`config.mk`:
```
export PLATFORM = sky130hd
export DESIGN_NAME = ivs_ram_arb
export DESIGN_NICKNAME = d
export VERILOG_FILES = /design/src/rtl/ivs_ram_arb.sv
export SDC_FILE = /design/constraint.sdc
export NUM_CORES = 1
export LEC_CHECK = 0
export ABC_AREA = 0
export BUFFER_PORTS_ARGS = -buffer_cell sky130_fd_sc_hd__clkbuf_2
export CORE_MARGIN = 8
export CORE_UTILIZATION = 44
export DETAILED_ROUTE_END_ITERATION = 6
export HOLD_SLACK_MARGIN = 0.08
export PLACE_DENSITY = 0.85
export REMOVE_ABC_BUFFERS = 1
export SETUP_SLACK_MARGIN = 0.1
export SYNTH_ARGS = -nofsm -noshare
export SYNTH_HDL_FRONTEND = slang
export SYNTH_SLANG_ARGS = --single-unit
```
`constraint.sdc`:
```
create_clock -name hclk -period 14.2 [get_ports hclk]
set_clock_uncertainty 0.15 [all_clocks]
set_input_delay 2.84 -clock hclk [delete_from_list [all_inputs] [get_ports hclk]]
set_output_delay 2.84 -clock hclk [all_outputs]
set_load 0.005 [all_outputs]
```
`src/rtl/ivs_ram_arb.sv`:
```
// ivs_ram_arb: two-requester round-robin arbiter in front of a single-port scratch RAM.
//
// Requester 0 (AHB register slave) and requester 1 (AXI DMA model) issue single-beat reads
// and writes over valid/ready. The winning request is copied onto the RAM strobes in the
// same cycle. Read data comes back one cycle later on the response port of the requester
// that issued the read. A requester may hold ownership across a short locked burst; after
// MAX_HOLD consecutive locked grants it must hand over.
//
// Ports:
//   hclk, hrst                 clock, asynchronous active-high reset
//   reqN_valid/ready           request handshake (ready is combinational)
//   reqN_write/lock/addr/wdata request fields
//   rspN_valid/rdata           read response (one-cycle pulse, rdata held between pulses)
//   ram_rd/we/addr/wdata       RAM strobes, zero when nothing is accepted
//   ram_rdata                  RAM read data, valid the cycle after ram_rd
module ivs_ram_arb #(
   parameter int unsigned DW       = 32,
   parameter int unsigned AW       = 6,
   parameter int unsigned MAX_HOLD = 4
) (
   input  logic          hclk,
   input  logic          hrst,
   input  logic          req0_valid,
   output logic          req0_ready,
   input  logic          req0_write,
   input  logic          req0_lock,
   input  logic [AW-1:0] req0_addr,
   input  logic [DW-1:0] req0_wdata,
   input  logic          req1_valid,
   output logic          req1_ready,
   input  logic          req1_write,
   input  logic          req1_lock,
   input  logic [AW-1:0] req1_addr,
   input  logic [DW-1:0] req1_wdata,
   output logic          rsp0_valid,
   output logic [DW-1:0] rsp0_rdata,
   output logic          rsp1_valid,
   output logic [DW-1:0] rsp1_rdata,
   output logic          ram_rd,
   output logic          ram_we,
   output logic [AW-1:0] ram_addr,
   output logic [DW-1:0] ram_wdata,
   input  logic [DW-1:0] ram_rdata
);

   localparam logic [4:0] MaxHold = 5'(MAX_HOLD);

   logic          last_grant_q, last_grant_d;
   logic          locked_q, locked_d;
   logic          owner_q, owner_d;
   logic [3:0]    hold_cnt_q, hold_cnt_d;
   logic          pend_q, pend_d;
   logic          pend_id_q, pend_id_d;
   logic [DW-1:0] rdata0_q, rdata0_d;
   logic [DW-1:0] rdata1_q, rdata1_d;

   logic          owner_valid;
   logic          gnt_valid;
   logic          gnt_id;
   logic          g_write;
   logic          g_lock;
   logic [AW-1:0] g_addr;
   logic [DW-1:0] g_wdata;
   logic          owner_cont;
   logic [4:0]    hold_inc;

   // Arbitration decision and RAM strobes
   always_comb begin
      owner_valid = owner_q ? req1_valid : req0_valid;
      gnt_valid   = (req0_valid | req1_valid) & ~hrst;
      if (locked_q && owner_valid) begin
         gnt_id = owner_q;
      end else if (req0_valid && req1_valid) begin
         gnt_id = ~last_grant_q;
      end else begin
         // Single (or no) requester; a locked owner that went idle loses the grant here.
         gnt_id = req1_valid;
      end

      g_write = gnt_id ? req1_write : req0_write;
      g_lock  = gnt_id ? req1_lock  : req0_lock;
      g_addr  = gnt_id ? req1_addr  : req0_addr;
      g_wdata = gnt_id ? req1_wdata : req0_wdata;

      req0_ready = gnt_valid & ~gnt_id;
      req1_ready = gnt_valid &  gnt_id;
      ram_rd     = gnt_valid & ~g_write;
      ram_we     = gnt_valid &  g_write;
      ram_addr   = gnt_valid ? g_addr  : '0;
      ram_wdata  = gnt_valid ? g_wdata : '0;
   end

   // Next arbitration state and read-return tracking
   always_comb begin
      last_grant_d = last_grant_q;
      locked_d     = locked_q;
      owner_d      = owner_q;
      hold_cnt_d   = hold_cnt_q;
      owner_cont   = locked_q && (owner_q == gnt_id);
      hold_inc     = {1'b0, hold_cnt_q} + 5'd1;

      if (gnt_valid) begin
         last_grant_d = gnt_id;
         if (g_lock && (!owner_cont || hold_inc < MaxHold)) begin
            locked_d   = 1'b1;
            owner_d    = gnt_id;
            hold_cnt_d = owner_cont ? hold_inc[3:0] : 4'd1;
         end else begin
            // Hold limit reached: last_grant already points at the owner, so the
            // other requester wins the next contended cycle.
            locked_d   = 1'b0;
            hold_cnt_d = 4'd0;
         end
      end

      pend_d    = gnt_valid & ~g_write;
      pend_id_d = gnt_id;

      rsp0_valid = pend_q & ~pend_id_q;
      rsp1_valid = pend_q &  pend_id_q;
      rsp0_rdata = rsp0_valid ? ram_rdata : rdata0_q;
      rsp1_rdata = rsp1_valid ? ram_rdata : rdata1_q;
      rdata0_d   = rsp0_rdata;
      rdata1_d   = rsp1_rdata;
   end

   always_ff @(posedge hclk or posedge hrst) begin
      if (hrst) begin
         last_grant_q <= 1'b1;
         locked_q     <= 1'b0;
         owner_q      <= 1'b0;
         hold_cnt_q   <= 4'd0;
         pend_q       <= 1'b0;
         pend_id_q    <= 1'b0;
         rdata0_q     <= '0;
         rdata1_q     <= '0;
      end else begin
         last_grant_q <= last_grant_d;
         locked_q     <= locked_d;
         owner_q      <= owner_d;
         hold_cnt_q   <= hold_cnt_d;
         pend_q       <= pend_d;
         pend_id_q    <= pend_id_d;
         rdata0_q     <= rdata0_d;
         rdata1_q     <= rdata1_d;
      end
   end

endmodule
```
# Yosys cells after proc, flatten, opt, wreduce, memory -nomap -nowiden
# Cells that the tools add are included.
# op_classes
addsub	1
n_lt_le_gt_ge	1
n_eq_ne	1
muxes	14
bitwise_logic	13
n_reduce_logical	7
# ops
operator	n
32-bit 2-to-1 mux	4
6-bit 2-to-1 mux	2
4-bit 2-to-1 mux	2
1-bit bitwise AND	7
1-bit 2-to-1 mux	6
4-bit by 1-bit adder with 5-bit output (second input constant)	1
5-bit by 3-bit < comparator with 1-bit output (second input constant)	1
1-bit inverter	5
1-bit logical AND	4
2-bit AND reduction	1
1-bit equality test	1
1-bit logical NOT	1
1-bit logical OR	1
1-bit bitwise OR	1
# totals
regBits	73
inputBits	116
output_inout_bits	108
wordCells	45

# Depth between registers and ports, before layout
# logic_depth
ltp_word	9
ltp_mapped	6
depth_no_buf	6

# Worst setup path after synthesis
# No wires, ideal clock.
# synth_timing
path_type	input to output
startpoint	input port hrst
endpoint	output port ram_wdata[12]
t_arrival_ns	5.828
required_ns	11.210
path_slack_ns	5.382
cell_stages	6
n_path_buf	2
path_cell_list	inv_1 o21ai_1 nor2_1 buf_2 buf_2 a22o_1
# synth_between
elab_chain_cells	3
# synth_lines
item	line	rtl
start, declared	22	input logic hrst,
1-bit inverter	70	gnt_valid = (req0_valid | req1_valid) & ~hrst;
1-bit bitwise AND	70	
32-bit 2-to-1 mux	90	ram_wdata = gnt_valid ? g_wdata : '0;
end, declared	42	output logic [DW-1:0] ram_wdata,
# No other way between the ends.

# Worst setup path after layout
# layout_timing
startpoint	input port req1_valid
endpoint	output port ram_wdata[10]
# layout_between
elab_chain_cells	5
elab_cells_between_ends	9
classes_between	mux: 5; bitwise: 2; reduce/logical: 2
# layout_lines
item	line	rtl
start, declared	29	input logic req1_valid,
1-bit logical AND / 1-bit 2-to-1 mux (equally long branches)	73, 69	
1-bit 2-to-1 mux / 1-bit logical AND (equally long branches)	73, 71	
1-bit 2-to-1 mux *	71	if (locked_q && owner_valid) begin
via gnt_id	59	logic gnt_id;
32-bit 2-to-1 mux *	83	g_wdata = gnt_id ? req1_wdata : req0_wdata;
32-bit 2-to-1 mux *	90	
# The timed path passes the listed nets; every way through them passes the cells marked *.

==> impl_metrics.csv <==
group,metric,value,unit
routing,routed_wl,10900,µm
floorplan,die_area,0.0102,mm²
hold_path,min_path_cells,1,
timing,min_period_over_period,54.3,%
cells_and_area,mostFrequentLayoutCell,"clkbuf_2",
cells_and_area,instances_no_fill,553,
grt,grt_use_met3,9.46,%
grt,first_global_vias,3172,
routing,drt_iter0_drc,51,
timing,tightest_slew,1310,ps
worst_setup_path,arrival,4730,ps
clock_tree,post_cts_resized,0,
synth,syn_avg_cell_area,14.2,µm²
timing,grt_setup_unrepaired,"false",
synth,synthTopCellsByArea,"dfrtp_1, mux2_2, a22o_1",
clock_tree,cts_buffers,9,
power_and_ir_drop,power_density,145,mW/mm²
cells_and_area,fin_nets,562,
clock_tree,clkTransAtPathRegs,70,ps
grt,use_met2,36.3,%
floorplan,rows,31,
hold_path,hold_path.class,"reg2reg",
synth,syn_area,0.00318,mm²
clock_tree,post-cts-setup-buffers,0,
clock_tree,clock_latency,330,ps
synth,yosysTopAreaCell,"dfrtp_1",
timing,relSlewSlack,12.4,%
routing,firstDrtPassIters,4,
routing,viasPerCell,5.05,
timing,final-hold-violation-count,0,
floorplan,start_util,44.5,%
synth,ys_types,26,
worst_setup_path,reg2reg_slack,11890,ps
power_and_ir_drop,vdd_drop_max,0.0000465,V
worst_setup_path,worstReg2RegStart,"locked_q",
grt,grt_max_degree,72,
synth,seq_area_frac_synth,57.6,%
grt,grt_first_pass_wirelength,16700,µm
clock_tree,htree_levels,3,
placed_design,port_buffers,223,
floorplan,core_area,0.00714,mm²
synth,ys_warn_count,0,
grt,grtUsageTotal,21.4,%
routing,drc,0,
cells_and_area,final_cell_mix,"clkbuf_2, dfrtp_1, mux2_2, a22o_1, clkbuf_8",
synth,ys_seq_elements,73,
power_and_ir_drop,finalPower,0.000665,W
routing,wire_per_inst,19.7,µm
power_and_ir_drop,leakagePower,2.44,nW
placed_design,dp_hpwl,8800,µm
grt,grt.busiest_layer,"met2",
placed_design,gp_congestion,0.843,
cells_and_area,layout-drive-gt1-share,69.3,%
job,drv_cap,0,
worst_setup_path,r2r_cells,4,
status,status,"finished, final reports clean",
routing,postRouteAntennaNets,0,
grt,grt_overflow_total,0,
floorplan,die_h,101,µm
synth,synth_top_area_share,56.7,%
hold_path,min_from,"hold_cnt_q[3]",
clock_tree,hold_buffers,0,
timing,clock.fmax,0.130,GHz
timing,final.setup.tns,0,ps
cells_and_area,utilization,64.4,%
grt,antenna_found_initial,4,
clock_tree,cts_tree,"built",
clock_tree,root_buffer,"clkbuf_8",
timing,final.min_clock_period,7720,ps
worst_setup_path,critPathRequiredTime,11210,ps
floorplan,ios,224,
cells_and_area,syn_to_final_growth,44.8,%
grt,use_met1,21.6,%
worst_setup_path,worstPathMaxFanout,40,
routing,vias,2795,
clock_tree,cts.sink_count,73,
worst_setup_path,crit_path_start_kind,"primary input",
worst_setup_path,cp-end-kind,"output port",
worst_setup_path,crit_type,"in2out",
placed_design,place_inst,533,
floorplan,die_w,101,µm
timing,setup_viol,0,
timing,maxSlewViolCount,0,
synth,synthCells,223,
hold_path,hold_end,"hold_cnt_q[3]",
clock_tree,ctsLongestPathBuffers,2,
worst_setup_path,r2r-end,"last_grant_q",
## flip-flops by register name, summed over array words and instances, names as in the netlist
register	cells
locked_q	1
pend_id_q	1
last_grant_q	1
rdata0_q	32
pend_q	1
hold_cnt_q	4
owner_q	1
rdata1_q	32
## through the flow
step	setup slack, ps	instance area, µm²	hold WS [ps]
2_1_floorplan	4470	3110	297
3_3_place_gp	6570	4380	316
3_5_place_dp	6500	4380	321
4_1_cts	6510	4590	343
5_1_grt	6310	4600	362
6_report	6480	4600	340
## routing by layer
layer	routed length (µm)	part of all wire, %	vias up
li1	-	-	1269
met1	4030	37	1361
met2	5490	50	152
met3	1140	10	13
met4	251	2.3	0
met5	0	0	-
## critical path: stages
cell      delay (ps)
clkbuf_2          90
inv_1             70
a31oi_4          240
and2_1          1050
a22o_1           290
clkbuf_2         130
## how the worst max path moves through the flow
stage                     from             to  slack (ps)  cells after the start
detailed placement  req1_valid  ram_wdata[10]        6500                      6
global route        req1_valid  ram_wdata[10]        6310                      6
floorplan                 hrst    ram_addr[0]        4470                      4
global placement    req1_valid  ram_wdata[10]        6570                      6
CTS                 req1_valid  ram_wdata[10]        6510                      6
finish              req1_valid  ram_wdata[10]        6480                      6
## power by group
group	internal, W	switching [W]
registers	0.000268	0.0000171
logic	0.000114	0.000101
clock network	0.0000909	0.0000740
## synth_stat cells, drive strengths merged
cell type and count:
buf 9, ha 1, or2 1, dfstp 1, o21bai 1, mux2 65, inv 4, nor2b 1
dfrtp 72, a31oi 1, o21ai 1, o31a 1, a21oi 1, nand2b 1, a21o 2, nand2 4
and2 3, a211oi 1, a22o 39, a21boi 1, nor2 3, mux2i 2, clkbuf 7, a32o 1
## cells by family after synthesis
kind of cell / synth area share, %
AO/OA/AOI/OAI: 13.7
flip-flops: 57.6
multiplexers: 23.7
buffers and inverters: 2.60
AND/OR/NAND/NOR: 2.09
adder cells (fa/ha/maj): 0.394
## cell type report
class | instances | area, µm²
tap | 99 | 124
fill | 587 | 2540
clock buffer | 12 | 155
sequential | 73 | 1830
antenna | 4 | 10.0
inverter | 4 | 15.0
clock inverter | 4 | 51.3
multi-input combinational | 130 | 1270
timing repair buffer | 227 | 1150
(Power assumes the default switching activity.)
